$ cat config.mk
export PLATFORM = sky130hd
export DESIGN_NAME = tap_transposed_mc
export DESIGN_NICKNAME = d
export VERILOG_FILES = /design/src/rtl/tap_transposed_mc.sv
export SDC_FILE = /design/constraint.sdc
export NUM_CORES = 2
export LEC_CHECK = 0
export ABC_AREA = 1
export CAP_MARGIN = 20
export CORE_MARGIN = 5
export CORE_UTILIZATION = 30
export DETAILED_ROUTE_END_ITERATION = 6
export PLACE_DENSITY = 0.42
export SLEW_MARGIN = 40
export SYNTH_ARGS = -nofsm -noshare
export SYNTH_HDL_FRONTEND = slang
export SYNTH_SLANG_ARGS = --single-unit
$ cat constraint.sdc
create_clock -name i_clk -period 1.7 [get_ports i_clk]
set_clock_uncertainty 0.2 [all_clocks]
set_input_delay 0.34 -clock i_clk [delete_from_list [all_inputs] [get_ports i_clk]]
set_output_delay 0.34 -clock i_clk [all_outputs]
set_load 0.1 [all_outputs]
$ cat src/rtl/tap_transposed_mc.sv
// ---------------------------------------------------------------------------
// tap_transposed_mc
//   One tap of a transposed-form FIR whose state is shared by NUM_CH
//   time-interleaved channels. Each valid sample adds its scaled product,
//   din * weight in Q1.(DATA_WIDTH-1), to the upstream partial sum. The
//   result is stored in the partial-sum register of that channel.
//
//   Optional feature: define TAP_TRANSPOSED_SAT_EN to saturate the scaled
//   product and the sum. The default build uses two's-complement wrap.
//   The overflow flags report in both builds.
//
// Parameters
//   DATA_WIDTH : width of samples, weights and sums (Q1.(DATA_WIDTH-1))
//   NUM_CH     : number of interleaved channels (1..16)
//   ROUND      : 0 = truncate toward -inf, 1 = round half up
//
// Ports
//   i_clk, i_rst_n : clock, async active-low reset
//   i_en           : global enable; all state holds while low
//   i_valid, iv_ch : sample strobe and its channel index
//   iv_din         : sample; also passed to ov_dout combinationally
//   iv_weight      : tap coefficient
//   iv_sum         : upstream partial sum
//   i_flush        : clear all partial sums; a sample in the same cycle is dropped
//   i_clr_flags    : clear sticky flags; a new overflow in the same cycle wins
//   ov_sum         : stored partial sum of channel iv_ch (0 if out of range)
//   o_prod_ovf     : sticky flag; scaled product fell outside the DATA_WIDTH range
//   o_sum_ovf      : sticky flag; sum fell outside the DATA_WIDTH range
// ---------------------------------------------------------------------------
module tap_transposed_mc #(
  parameter int DATA_WIDTH = 24,
  parameter int NUM_CH     = 4,
  parameter int ROUND      = 0,
  localparam int CH_W      = (NUM_CH > 1) ? $clog2(NUM_CH) : 1
) (
  input  logic                         i_clk,
  input  logic                         i_rst_n,
  input  logic                         i_en,
  input  logic                         i_valid,
  input  logic [CH_W-1:0]              iv_ch,
  input  logic signed [DATA_WIDTH-1:0] iv_din,
  input  logic signed [DATA_WIDTH-1:0] iv_weight,
  input  logic signed [DATA_WIDTH-1:0] iv_sum,
  input  logic                         i_flush,
  input  logic                         i_clr_flags,
  output logic signed [DATA_WIDTH-1:0] ov_sum,
  output logic signed [DATA_WIDTH-1:0] ov_dout,
  output logic                         o_prod_ovf,
  output logic                         o_sum_ovf
);

  localparam int W  = DATA_WIDTH;
  localparam int PW = 2 * W;   // full product width
  localparam int SW = W + 2;   // width of the scaled product and the sum

  // DATA_WIDTH range limits, sign-extended to SW bits for the overflow compares
  localparam logic signed [SW-1:0] MAX_S  = {3'b000, {(W-1){1'b1}}};
  localparam logic signed [SW-1:0] MIN_S  = {3'b111, {(W-1){1'b0}}};
  localparam logic signed [PW-1:0] HALF_P = PW'(1) << (W-2);

  logic signed [PW-1:0] prod_w;
  logic signed [PW-1:0] prod_r;
  logic signed [SW-1:0] ps;
  logic signed [W-1:0]  ps_lim;
  logic signed [SW-1:0] s;
  logic signed [W-1:0]  sum_d;
  logic                 prod_ovf;
  logic                 sum_ovf;
  logic                 ch_ok;
  logic                 wr_en;
  logic                 prod_ovf_d;
  logic                 sum_ovf_d;

  logic [NUM_CH-1:0][W-1:0] sum_q;
  logic                     prod_ovf_q;
  logic                     sum_ovf_q;

  // Full-precision signed product
  assign prod_w = $signed({{W{iv_din[W-1]}}, iv_din}) *
                  $signed({{W{iv_weight[W-1]}}, iv_weight});

  generate
    if (ROUND != 0) begin : g_rnd
      // Adding half an LSB before the floor shift gives round half up.
      // |prod| <= 2^(2W-2), so this add cannot overflow PW bits.
      assign prod_r = prod_w + HALF_P;
    end else begin : g_trunc
      assign prod_r = prod_w;
    end
  endgenerate

  // The arithmetic shift floors toward -inf. The result needs at most
  // W+1 bits, so truncating to SW bits is lossless.
  assign ps       = SW'(prod_r >>> (W-1));
  assign prod_ovf = (ps > MAX_S) || (ps < MIN_S);

`ifdef TAP_TRANSPOSED_SAT_EN
  localparam logic signed [W-1:0] MAX_W = {1'b0, {(W-1){1'b1}}};
  localparam logic signed [W-1:0] MIN_W = {1'b1, {(W-1){1'b0}}};

  assign ps_lim = prod_ovf ? (ps[SW-1] ? MIN_W : MAX_W) : ps[W-1:0];
  assign s      = {{2{ps_lim[W-1]}}, ps_lim} + {{2{iv_sum[W-1]}}, iv_sum};
  assign sum_ovf = (s > MAX_S) || (s < MIN_S);
  assign sum_d  = sum_ovf ? (s[SW-1] ? MIN_W : MAX_W) : s[W-1:0];
`else
  assign ps_lim = ps[W-1:0];
  assign s      = {{2{ps_lim[W-1]}}, ps_lim} + {{2{iv_sum[W-1]}}, iv_sum};
  assign sum_ovf = (s > MAX_S) || (s < MIN_S);
  assign sum_d  = s[W-1:0];
`endif

  // Indices >= NUM_CH are possible when NUM_CH is not a power of two
  assign ch_ok = ({1'b0, iv_ch} < (CH_W+1)'(NUM_CH));
  // Flush wins over a write in the same cycle, and that sample is dropped
  assign wr_en = i_en && i_valid && ch_ok && !i_flush;

  // A new overflow takes precedence over a clear in the same cycle
  assign prod_ovf_d = (prod_ovf_q && !i_clr_flags) || (wr_en && prod_ovf);
  assign sum_ovf_d  = (sum_ovf_q  && !i_clr_flags) || (wr_en && sum_ovf);

  always_ff @(posedge i_clk or negedge i_rst_n) begin
    if (!i_rst_n) begin
      sum_q      <= '0;
      prod_ovf_q <= 1'b0;
      sum_ovf_q  <= 1'b0;
    end else if (i_en) begin
      prod_ovf_q <= prod_ovf_d;
      sum_ovf_q  <= sum_ovf_d;
      if (i_flush) begin
        sum_q <= '0;
      end else begin
        for (int i = 0; i < NUM_CH; i++) begin
          if (wr_en && (iv_ch == CH_W'(i))) sum_q[i] <= sum_d;
        end
      end
    end
  end

  // Read port; an out-of-range index reads 0
  always_comb begin
    ov_sum = '0;
    for (int i = 0; i < NUM_CH; i++) begin
      if (iv_ch == CH_W'(i)) ov_sum = sum_q[i];
    end
  end

  assign ov_dout    = iv_din;
  assign o_prod_ovf = prod_ovf_q;
  assign o_sum_ovf  = sum_ovf_q;

endmodule

==> summary.txt <==
Status
  • Outcome: complete, but fails checks
  • Failing checks: setup timing

Setup path
  • Max FO, Critical Path: 7
  • Internal reg-to-reg setup slack: 0.75 ns
  • Critical Path Start: iv_din[14]
  • Endpoint class of the critical path: flip-flop
  • CP most frequent cell: fa_1
  • R2R Path Start: sum_q[37]$_DFFE_PN0P_
  • CP max stage delay: 0.63 ns
  • Delay-heaviest family, CP: adder cells
  • Reg-to-reg endpoint: sum_q[37]$_DFFE_PN0P_
  • Worst R2R Path Depth: 3
  • Levels on crit path: 35
  • WS Path Type: in2reg
  • Slowest CP cell: fa_2
  • Crit path launch type: input pin
  • WP buf/inv: 11
  • Critical Path AT: 7.72 ns
  • Worst EP required: 1.79 ns

Route
  • DRC violations left: 0
  • 1st-iter DRT viols: ~1400
  • Drt total wl: about 96000 um
  • Final ANT Viol Nets: 0
  • Drt wl/cell: around 17 um
  • Iteration count of the initial detailed-routing pass: 5
  • Via Count: roughly 24000
  • Via/cell ratio: 4.42

Global route
  • Global-route wire length before repair: roughly 150000 um
  • Initial antenna violation count: 1
  • Vias in the first global route: about 26000
  • GRT Total Usage: 0.198
  • Grt ovf: 0
  • Largest net degree at the start of global routing: 37

Finish
  • Final net count: around 5100
  • Filler instances: 9260
  • Finished Core Util: 0.439
  • Reg area: 2450 um^2
  • Fraction of layout instances using a drive strength above 1: 0.332
  • Area growth syn-to-layout: 46.0%
  • Multi-input logic area: between 20000 and 25000 um^2

Logic synthesis
  • Leading cell type by number of instances after synthesis: inv_1
  • EDFF count, synth: 0
  • Asr flop ratio synth: 1.00
  • Mapped Nets: between 4000 and 5000
  • Register area share after synthesis: 0.0878
  • Post-synth top area cell: fa_1
  • Top cell type's share of synthesized area: 0.435
  • Syn avg cell area: 7.70 um^2
  • Yosys warning count: 0
  • Most common library cells after synthesis: inv_1 (1037), nand2_1 (1017), fa_1 (607)
  • Synth Flop Type: dfrtp_1
  • Mapped Cells: roughly 3600
  • Seq cells post-synth: between 90 and 100
  • Top cells by area, synth: fa_1 (44%), inv_1 (14%), nand2_1 (14%), dfrtp_1 (8.8%), ha_1 (7.0%)
  • Cell Area, Synth: 27900 um^2
  • Distinct cells, synth: 45

Hold path
  • HP Class: in2async

Place
  • Hpwl dp: 76400 um
  • PortBufs: between 100 and 150
  • DP Worst Slack: -7.00 ns
  • Gpl congestion: 0.859

Floorplan
  • Ports: 130
  • Die W: around 320 um
  • Die Y: roughly 320 um
  • DIE AREA: between 90000 and 100000 um^2
  • Cell row count: 112
  • Core area: a little over 90000 um^2
  • Starting Density: 0.301

STA
  • Final Hold Slack: ~0.22 ns
  • RSZ-0062 raised after global routing: yes
  • Final Hold Fails: 0
  • Sum Neg Setup Slack: -545.97 ns
  • Endpoints failing setup: around 120
  • Min Clock Period, post-route: about 7.6 ns
  • Final Slew Violations: 0
  • Slew HR: 0.705
  • Least-Margin Pin Slew: about 0.44 ns
  • Setup WS post-layout: -5.94 ns
  • Fmax achieved: roughly 130 MHz
  • Final period util: 4.49

Run
  • Max_cap viols: 0

Clock network
  • H-tree depth: 3
  • CTS tree: yes
  • Longest Clk Path Bufs: 2
  • Clock Tree Root: clkbuf_16
  • Clock latency on the worst-skew pair: around 0.35 ns
  • CTS Buf Count: 9
  • Clock Pin Slew Worst Setup and Hold Paths: approximately 0.070 ns
  • Sink Count: a little under 100
[through the flow]
stage,area [um^2],cells
after floorplan,28300,3626
after global placement,35400,5344
after detailed placement,35400,5344
after CTS,39600,5506
after global routing,40800,5523
final,40800,5524
[flip-flops by register name, summed over array words and instances, names as in the netlist]
| name | flops |
|---|---|
| sum_q | 96 |
| o_prod_ovf | 1 |
| o_sum_ovf | 1 |
[worst max path at each step]
stage	to	slack (ns)
floorplan	o_sum_ovf$_DFFE_PN0P_	-5.50
CTS	sum_q[11]$_DFFE_PN0P_	-5.82
global route	o_sum_ovf$_DFFE_PN0P_	-6.13
global placement	sum_q[11]$_DFFE_PN0P_	-6.95
finish	sum_q[45]$_DFFE_PN0P_	-5.94
detailed placement	sum_q[59]$_DFFE_PN0P_	-7.00
[area by class of cell]
class,instances,share of cell area
Antenna cell,1,0.0000614
Clock buffer,10,0.00562
Clock inverter,5,0.00215
Inverter,1041,0.0967
Multi-Input combinational cell,2337,0.588
Sequential cell,98,0.0602
Tap cell,1254,0.0385
Timing Repair Buffer,778,0.209
[logic make-up (layout without fill, tap and decap cells)]
kind of cell | after synthesis | count (layout) | share of synthesized area
buffers and inverters | 1191 | 1834 | 0.163
other | 0 | 1 | 0
xor gates and xnor gates | 29 | 29 | 0.00936
adders and majority gates | 763 | 763 | 0.505
DFF | 98 | 98 | 0.0878
AOI/OAI and AO/OA | 243 | 243 | 0.0482
and+or+nand+nor | 1302 | 1302 | 0.186
[cells in the final DEF, fill, tap and decap left out, types with 73 or more instances in the layout]
cell type,n
nor2_1,73
dfrtp_1,98
nand2_2,115
buf_4,450
buf_12,129
nand2_1,860
inv_2,110
inv_1,921
fa_1,564
buf_6,110
ha_1,100
[timing repair]
| action | in CTS | in global routing |
|---|---|---|
| endpoints found under the hold margin | 18 | 0 |
| pin swaps | 277 | 222 |
| gates cloned | 24 | 1 |
| resized for setup | 875 | 331 |
| setup endpoints to repair | 146 | 125 |
| hold buffers | 1 | 0 |
| buffers inserted | 141 | 25 |
[metal layers]
layer	vias up	track usage	wire length (um)
met2	416	0.340	46700
met3	83	0.0225	3740
met5	-	0	0
met4	0	0.0329	1800
li1	11700	-	-
met1	12300	0.276	43800
Power is not shown: default switching activity piles up to over one toggle a cycle in this logic, so the estimate is an artifact.
